===== config.mk =====
export PLATFORM = sky130hd
export DESIGN_NAME = conv_out_collector
export DESIGN_NICKNAME = d
export VERILOG_FILES = /design/src/rtl/conv_out_collector.sv
export SDC_FILE = /design/constraint.sdc
export NUM_CORES = 1
export LEC_CHECK = 0
export BUFFER_PORTS_ARGS = -buffer_cell sky130_fd_sc_hd__buf_2
export CORE_ASPECT_RATIO = 0.9
export CORE_MARGIN = 10
export CORE_UTILIZATION = 45
export DETAILED_ROUTE_END_ITERATION = 6
export PLACE_DENSITY = 0.67
export SLEW_MARGIN = 30
export SYNTH_ARGS = -nofsm -noshare
export SYNTH_HDL_FRONTEND = slang
export SYNTH_SLANG_ARGS = --single-unit

===== constraint.sdc =====
create_clock -name clk -period 4.7 [get_ports clk]
set_input_delay 0.47 -clock clk [delete_from_list [all_inputs] [get_ports clk]]
set_output_delay 0.47 -clock clk [all_outputs]
set_load 0.005 [all_outputs]

===== src/rtl/conv_out_collector.sv =====
// Collects 4-pixel groups from the convolution filter into a small group FIFO and
// serialises them into a single coordinate-tagged pixel stream. Optional: OUT_CHECKSUM_EN.
module conv_out_collector #(
    parameter int DATA_W     = 8,
    parameter int IMG_W      = 256,
    parameter int IMG_H      = 256,
    parameter int FIFO_DEPTH = 4
) (
    input  logic                     clk,
    input  logic                     rst_n,
    input  logic                     frame_start,
    input  logic                     in_valid,
    input  logic [DATA_W-1:0]        in_pixel0,
    input  logic [DATA_W-1:0]        in_pixel1,
    input  logic [DATA_W-1:0]        in_pixel2,
    input  logic [DATA_W-1:0]        in_pixel3,
    output logic                     in_ready,
    output logic                     out_valid,
    input  logic                     out_ready,
    output logic [DATA_W-1:0]        out_pixel,
    output logic [$clog2(IMG_W)-1:0] out_col,
    output logic [$clog2(IMG_H)-1:0] out_row,
    output logic                     frame_done,
    output logic                     overflow,
    output logic [15:0]              checksum
);
    localparam int COL_W = $clog2(IMG_W);
    localparam int ROW_W = $clog2(IMG_H);
    localparam int PTR_W = $clog2(FIFO_DEPTH);
    localparam int GRP_W = 4 * DATA_W;
    localparam logic [COL_W-1:0] COL_LAST = COL_W'(IMG_W - 1);
    localparam logic [ROW_W-1:0] ROW_LAST = ROW_W'(IMG_H - 1);
    localparam logic [PTR_W:0]   CNT_FULL = (PTR_W + 1)'(FIFO_DEPTH);
    localparam logic [PTR_W:0]   CNT_ONE  = (PTR_W + 1)'(1);

    logic [GRP_W-1:0]  mem_q [FIFO_DEPTH];
    logic [PTR_W-1:0]  wr_ptr_q, wr_ptr_d, rd_ptr_q, rd_ptr_d;
    logic [PTR_W:0]    count_q, count_d;
    logic [1:0]        lane_q, lane_d;
    logic [COL_W-1:0]  col_q, col_d;
    logic [ROW_W-1:0]  row_q, row_d;
    logic              frame_done_q, frame_done_d;
    logic              overflow_q, overflow_d;

    logic [GRP_W-1:0]  head_grp, in_grp;
    logic [DATA_W-1:0] head_lane [4];
    logic              full, xfer, pop, push, last_pix, wr_en;
    logic [PTR_W-1:0]  wr_addr;

    assign in_grp   = {in_pixel3, in_pixel2, in_pixel1, in_pixel0};
    assign head_grp = mem_q[rd_ptr_q];

    for (genvar gi = 0; gi < 4; gi++) begin : g_lane
        assign head_lane[gi] = head_grp[gi*DATA_W +: DATA_W];
    end

    assign full      = (count_q == CNT_FULL);
    assign out_valid = (count_q != '0);
    // A transfer in a frame_start cycle is discarded, so it neither pops nor counts.
    assign xfer      = out_valid && out_ready && !frame_start;
    assign pop       = xfer && (lane_q == 2'd3);
    assign in_ready  = !full || pop;
    assign push      = in_valid && in_ready;
    assign last_pix  = (row_q == ROW_LAST) && (col_q == COL_LAST);

    assign out_pixel  = head_lane[lane_q];
    assign out_col    = col_q;
    assign out_row    = row_q;
    assign frame_done = frame_done_q;
    assign overflow   = overflow_q;

    assign wr_en   = frame_start ? in_valid : push;
    assign wr_addr = frame_start ? '0 : wr_ptr_q;

    always_comb begin
        wr_ptr_d     = wr_ptr_q;
        rd_ptr_d     = rd_ptr_q;
        count_d      = count_q;
        lane_d       = lane_q;
        col_d        = col_q;
        row_d        = row_q;
        overflow_d   = overflow_q;
        frame_done_d = 1'b0;
        if (frame_start) begin
            rd_ptr_d   = '0;
            wr_ptr_d   = in_valid ? PTR_W'(1) : '0;
            count_d    = in_valid ? CNT_ONE : '0;
            lane_d     = 2'd0;
            col_d      = '0;
            row_d      = '0;
            overflow_d = 1'b0;
        end else begin
            if (in_valid && !in_ready) begin
                overflow_d = 1'b1;
            end
            if (push) begin
                wr_ptr_d = wr_ptr_q + PTR_W'(1);
            end
            if (xfer) begin
                lane_d       = lane_q + 2'd1;
                frame_done_d = last_pix;
                if (pop) begin
                    rd_ptr_d = rd_ptr_q + PTR_W'(1);
                end
                if (col_q == COL_LAST) begin
                    col_d = '0;
                    row_d = (row_q == ROW_LAST) ? '0 : row_q + ROW_W'(1);
                end else begin
                    col_d = col_q + COL_W'(1);
                end
            end
            case ({push, pop})
                2'b10:   count_d = count_q + CNT_ONE;
                2'b01:   count_d = count_q - CNT_ONE;
                default: count_d = count_q;
            endcase
        end
    end

    always_ff @(posedge clk or negedge rst_n) begin
        if (!rst_n) begin
            wr_ptr_q     <= '0;
            rd_ptr_q     <= '0;
            count_q      <= '0;
            lane_q       <= 2'd0;
            col_q        <= '0;
            row_q        <= '0;
            frame_done_q <= 1'b0;
            overflow_q   <= 1'b0;
        end else begin
            wr_ptr_q     <= wr_ptr_d;
            rd_ptr_q     <= rd_ptr_d;
            count_q      <= count_d;
            lane_q       <= lane_d;
            col_q        <= col_d;
            row_q        <= row_d;
            frame_done_q <= frame_done_d;
            overflow_q   <= overflow_d;
        end
    end

    // Storage needs no reset: occupancy is tracked by count_q alone.
    always_ff @(posedge clk) begin
        if (wr_en) begin
            mem_q[wr_addr] <= in_grp;
        end
    end

`ifdef OUT_CHECKSUM_EN
    logic [15:0] acc_q, acc_d, sum_q, sum_d, acc_plus;

    assign acc_plus = acc_q + 16'(out_pixel);

    always_comb begin
        acc_d = acc_q;
        sum_d = sum_q;
        if (frame_start) begin
            acc_d = '0;
            sum_d = '0;
        end else if (xfer) begin
            if (last_pix) begin
                sum_d = acc_plus;
                acc_d = '0;
            end else begin
                acc_d = acc_plus;
            end
        end
    end

    always_ff @(posedge clk or negedge rst_n) begin
        if (!rst_n) begin
            acc_q <= '0;
            sum_q <= '0;
        end else begin
            acc_q <= acc_d;
            sum_q <= sum_d;
        end
    end

    assign checksum = sum_q;
`else
    assign checksum = '0;
`endif

endmodule


Yosys cells after proc, flatten, opt, wreduce, memory -nomap -nowiden
Memories as Yosys holds them, arrays and structs flattened.
Cells that the tools add are included.
- register bits after elaboration: 27
- RAM bits: 128
- output and inout bits: 44
- word-level logic and storage cells: 72
- memories: 1
- $add $sub $neg: 7
- $lt $le $gt $ge: 1
- equality and inequality tests: 6
- mux-type cells: 29
- bitwise logic cells: 1
- reduce and logical (&&, ||, !) cells: 19
- memory list (name ; words ; bits a word ; rd ports ; clocked after memory_dff ; write ports ; line ; RTL):
    mem_q ; 4 ; 32 ; 1 ; 0 ; 1 ; 36 ; logic [GRP_W-1:0] mem_q [FIFO_DEPTH];
- operator list (kind ; number):
    two-way mux 8 bit ; 9
    adder 8 x 1 -> 8 bit (second input constant) ; 2
    binary-select mux 8 bit (select 2 bit) ; 1
    equality test 8 bit (second input constant) ; 2
    two-way mux 2 bit ; 8
    nonzero test 2 bit ; 5
    two-way mux 1 bit ; 9
    adder 2 x 1 -> 2 bit (second input constant) ; 3
    logical AND 1 bit ; 6
    case mux 3 bit (2 select lines) ; 1
    nonzero test 3 bit ; 2
    equality test 2 bit (second input constant) ; 2
    AND reduction 2 bit ; 2
    adder 3 x 1 -> 3 bit (second input constant) ; 1
    equality test 3 bit (second input constant) ; 1
    >= comparator 3 bit (second input constant) ; 1
    zero test 1 bit ; 3
    two-way mux 3 bit ; 1
    NOT 2 -> 3 bit ; 1
    subtractor 3 x 1 -> 3 bit (second input constant) ; 1
    equality test 2 x 1 -> 1 bit (second input constant) ; 1
    logical OR 1 bit ; 1

Logic depth before layout (Yosys ltp)
- word-level depth: 9
- gate-level depth with buffers: 7

Worst setup path before layout
OpenSTA, ideal clock, no wires.
- path type: input to register
- start: in frame_start
- end: mem mem_q[1][0] in the netlist's numbering (enable)
- arrival time: 4.136 ns
- required time: 4.199 ns
- path slack: 0.062 ns
- stages on the path: 4
- path buffers: 1
- cells stage by stage: clkbuf_1 nand3b_1 and2_1 nor4_1
- word-level cells in the longest chain between the ends: 8
- ends and longest elaborated chain (item ; line ; RTL):
    from (decl) ; 11 ; input logic frame_start,
    zero test 1 bit ; 60 ; assign xfer = out_valid && out_ready && !frame_start;
    logical AND 1 bit ; 60 ;
    logical AND 1 bit ; 61 ; assign pop = xfer && (lane_q == 2'd3);
    logical OR 1 bit ; 62 ; assign in_ready = !full || pop;
    logical AND 1 bit ; 63 ; assign push = in_valid && in_ready;
    two-way mux 1 bit ; 72 ; assign wr_en = frame_start ? in_valid : push;
    two-way mux 1 bit ; 144 ; if (wr_en) begin
    two-way mux 1 bit (implied by the code) ; 145 ; mem_q[wr_addr] <= in_grp;
    to (decl) ; 36 ;
Several ways; a longest one is shown, not always the timed one.

Worst setup path after layout
- start: reg lane_q[0]
- end: mem mem_q[0][13] in the netlist's numbering (enable)
- word-level cells in the longest chain between the ends: 7
- ends and longest elaborated chain (item ; line ; RTL):
    from (decl) ; 39 ; logic [1:0] lane_q, lane_d;
    from (signal assigned) ; 134 ; lane_q <= lane_d;
    equality test 2 bit ; 61 ;
    logical AND 1 bit ; 61 ;
    logical OR 1 bit ; 62 ;
    logical AND 1 bit ; 63 ;
    two-way mux 1 bit ; 72 ;
    two-way mux 1 bit ; 144 ;
    two-way mux 1 bit (implied by the code) ; 145 ;
Every way passes these cells.

==> impl_summary.log <==
[metrics] most frequent standard cell in the layout excluding fill and tap cells: sky130_fd_sc_hd__edfxtp_1
[metrics] share of synthesized area occupied by flip-flops and latches: 0.684
[metrics] Required @ worst endpoint: 4.82 ns
[metrics] Final Cell Area: between 7000 and 8000 sq um
[metrics] clock network power share: 0.427
[metrics] number of vias after detailed routing: 3415
[metrics] grt total ovfl: 0
[metrics] First-pass DRT Iterations: 4
[metrics] worst endpoint data arrival time: 3.18 ns
[metrics] HPWL Detailed: 7.88 mm
[metrics] area of the core: 14200 sq um
[metrics] number of enable flip-flop cells after synthesis: approximately 130
[metrics] actual slew at the worst max-slew pin: 0.912 ns
[metrics] via count of the first global-routing pass: around 3800
[metrics] die outline area: 19900 sq um
[metrics] Fin Setup TNS: 0 ns
[metrics] critical-path maximum fanout: 24
[metrics] status: finished clean
[metrics] count of nets after finishing: 474
[metrics] maximum clock rate: ~0.33 GHz
[metrics] Slowest Stage Delay on Critical Path: 0.82 ns
[metrics] cell with the largest stage delay on the worst path: sky130_fd_sc_hd__dfrtp_1
[metrics] CP Launch Type: register
[metrics] clock period minus final worst setup slack: ~3.1 ns
[metrics] commonest cells after routing, fill and taps aside: 128 x sky130_fd_sc_hd__edfxtp_1, 64 x sky130_fd_sc_hd__buf_2, 30 x sky130_fd_sc_hd__mux4_1
[metrics] GRT Overall Usage: 0.129
[metrics] Setup crit end kind: register
[metrics] hold buffer count at CTS: 0
[metrics] register share of total power: 0.516
[metrics] buffer type at the clock tree root: sky130_fd_sc_hd__clkbuf_16
[metrics] combinational fraction of design power: 0.057
[metrics] worst reg2reg path endpoint: mem_q[0][13]$_DFFE_PP_
[metrics] ordered cell list for the critical path: ha_1 -> nand3b_1 -> a21oi_1 -> nand2b_1 -> a21oi_4 -> buf_4
[metrics] Antenna Diode Count: 0
[metrics] clk slew on worst S/H paths: roughly 0.06 ns
[metrics] most frequently used flop master after synthesis: sky130_fd_sc_hd__edfxtp_1
[metrics] pin count of the biggest net entering global routing: 34
[metrics] Fin Clk Skew: about 0.009 ns
[metrics] Post-Syn Area: 6600 sq um
[metrics] final-layout fill cell count: 1111
[metrics] total setup buffers inserted after CTS: 0
[metrics] DRC: 0
[metrics] Worst path depth: 6
[metrics] Chip Height: 135 um
[metrics] Worst R2R Setup Slack: 1.64 ns
[metrics] Synth Area per Inst: 18.1 sq um
[metrics] path type of the worst min-delay path: in2async
[metrics] max-slew violation count: 0
[metrics] power per unit of standard cell area: 398 nW/um^2
[metrics] num rows: 41
[metrics] I/O pins: between 80 and 90
[metrics] Final setup viols: 0
[metrics] flops & latches, synth: 155
[metrics] setup repair after global routing missed its margin: false
[metrics] clock latency on the worst-skew pair: 0.42 ns
[metrics] final hold violation count: 0
[metrics] maximum resistive drop on vdd: 0.000376 V
[metrics] number of buffer and inverter stages on the critical path: 1
[metrics] final antenna-violating net count: 0
[metrics] total clock sinks: between 150 and 200
[metrics] post_cts resized: 0
[metrics] P_leak: 2.74 nW
[metrics] worst reg2reg startpoint: lane_q[0]$_DFFE_PN0P_
[metrics] design internal power: 0.00240 W
[metrics] Relative slew margins: 0.391
[metrics] share of cells above drive strength 1: 0.267
[metrics] kind of cell with the highest combined delay on the critical path: compound AO/OA/AOI/OAI gates
[metrics] critical setup path kind: reg2reg
[metrics] max cap viols: 0
[metrics] Post-Route WL: ~12 mm
[metrics] first-pass GRT wire length: 20.0 mm
[metrics] Area growth syn-to-layout: 16.0%
[metrics] post-place instance area: 7080 sq um
[metrics] number of distinct library cells after synthesis: 51
[metrics] number of DRC markers after the initial detailed-route iteration: 244
[metrics] effective utilization at floorplan: 0.465
[metrics] routed wirelength normalized by instance count: 18.9 um
[metrics] cell depth of the worst flop-to-flop path: 6
[metrics] initial antenna violation count: 0
[metrics] via/cell ratio: 5.34
[metrics] gp weighted congestion: 0.779
[metrics] number of buffers added by the clock tree synthesis step: 17
[metrics] power dissipated by switching net loads: 0.000647 W
[metrics] Die Span X: around 150 um
[metrics] TritonCTS clock tree: done
[metrics] asr flop ratio synth: 0.174
[metrics] switching power share of the total: 0.212
[metrics] number of levels in the clock H-tree: 4
[metrics] count of warnings emitted by yosys: 0
[metrics] final worst path period share: 0.651
[metrics] gate count of the mapped netlist: 365
[metrics] maximum clock path buffer count: 2
[metrics] number of input and output port buffers inserted: 64
[worst max path at each step]
stage	slack, ns	startpoint	to
final	1.64	lane_q[0]$_DFFE_PN0P_	mem_q[0][13]$_DFFE_PP_
after floorplan	0.06	frame_start	mem_q[1][0]$_DFFE_PP_
after global placement	1.70	lane_q[0]$_DFFE_PN0P_	mem_q[0][5]$_DFFE_PP_
after detailed placement	1.61	lane_q[0]$_DFFE_PN0P_	mem_q[0][2]$_DFFE_PP_
after CTS	1.43	rd_ptr_q[0]$_DFFE_PN0P_	out_pixel[7]
after global routing	1.40	lane_q[0]$_DFFE_PN0P_	mem_q[0][31]$_DFFE_PP_
[metal layers]
metal | part of all wire | vias to the layer above | GRT usage
met5 | 0 | - | 0
met3 | 0.058 | 9 | 0.0404
met2 | 0.50 | 94 | 0.210
met4 | 0.011 | 0 | 0.0567
li1 | - | 1585 | -
met1 | 0.44 | 1727 | 0.156
[state kept, by name, summed over array words and instances, names as in the netlist]
signal and count:
mem_q 128, out_col 8, out_row 8, count_q 3, lane_q 2, rd_ptr_q 2, wr_ptr_q 2, frame_done 1
overflow 1
[power groups by stage]
stage	registers [W]	logic, W	clock network, W
2_1_floorplan	0.00158	0.000122	0
3_3_place_gp	0.00160	0.000171	0
3_5_place_dp	0.00160	0.000176	0
4_1_cts	0.00157	0.000177	0.00133
5_1_grt	0.00158	0.000193	0.00140
6_report	0.00157	0.000173	0.00130
[Yosys cell counts, types with 2 or more instances]
library cell / n / area share
sky130_fd_sc_hd__dfrtp_1: 27 / 0.10
sky130_fd_sc_hd__a21oi_1: 14 / 0.011
sky130_fd_sc_hd__o21a_1: 2 / 0.0023
sky130_fd_sc_hd__nand2_1: 14 / 0.0080
sky130_fd_sc_hd__buf_2: 6 / 0.0045
sky130_fd_sc_hd__edfxtp_1: 128 / 0.58
sky130_fd_sc_hd__or3_1: 2 / 0.0019
sky130_fd_sc_hd__a31oi_1: 3 / 0.0028
sky130_fd_sc_hd__nor3b_1: 2 / 0.0023
sky130_fd_sc_hd__nand3_1: 6 / 0.0045
sky130_fd_sc_hd__nand4_1: 3 / 0.0028
sky130_fd_sc_hd__o31ai_1: 3 / 0.0034
sky130_fd_sc_hd__xor2_1: 6 / 0.0080
sky130_fd_sc_hd__buf_6: 3 / 0.0051
sky130_fd_sc_hd__mux4_1: 30 / 0.12
sky130_fd_sc_hd__nor4_1: 2 / 0.0019
sky130_fd_sc_hd__o21ai_0: 5 / 0.0038
sky130_fd_sc_hd__xnor2_1: 7 / 0.0093
sky130_fd_sc_hd__nand2b_1: 3 / 0.0028
sky130_fd_sc_hd__and3_1: 2 / 0.0019
sky130_fd_sc_hd__mux4_2: 10 / 0.034
sky130_fd_sc_hd__nor3_1: 6 / 0.0045
sky130_fd_sc_hd__nor2_1: 21 / 0.012
sky130_fd_sc_hd__buf_4: 16 / 0.018
sky130_fd_sc_hd__clkbuf_1: 9 / 0.0051
sky130_fd_sc_hd__o22a_1: 2 / 0.0027
sky130_fd_sc_hd__inv_1: 6 / 0.0034
sky130_fd_sc_hd__or4_1: 2 / 0.0023
sky130_fd_sc_hd__ha_1: 3 / 0.0057
[through the flow]
step / util / instances / power [W] / setup slack (ns) / hold WS [ns]
final: 0.539 / 639 / 0.00305 / 1.64 / 0.0630
after global routing: 0.539 / 639 / 0.00317 / 1.40 / 0.0901
after CTS: 0.539 / 639 / 0.00308 / 1.43 / 0.0675
after detailed placement: 0.498 / 607 / 0.00178 / 1.61 / 0.494
after global placement: 0.496 / 606 / 0.00177 / 1.70 / 0.482
after floorplan: - / 380 / 0.00170 / 0.0624 / 0.174
[layout make-up]
cell class,instances,area [sq um],share of cell area
Inverter,6,22.5,0.00294
Timing Repair Buffer,70,385,0.0503
Sequential cell,155,4520,0.591
Multi-Input combinational cell,183,1910,0.249
Clock buffer,18,429,0.0560
Clock inverter,14,146,0.0191
Tap cell,193,241,0.0315
[kinds of logic (layout without fill, tap and decap cells)]
kind of cell,after synthesis,count (layout),share of synthesized area
simple gates,68,68,0.0519
mux,42,42,0.157
buf+inv,42,108,0.0392
flops,155,155,0.684
xor+xnor,13,13,0.0172
fa+ha+maj,4,4,0.00872
compound gates,40,40,0.0411
other cells,1,16,0.000568
Note: power is estimated with default switching activity, not from simulation.
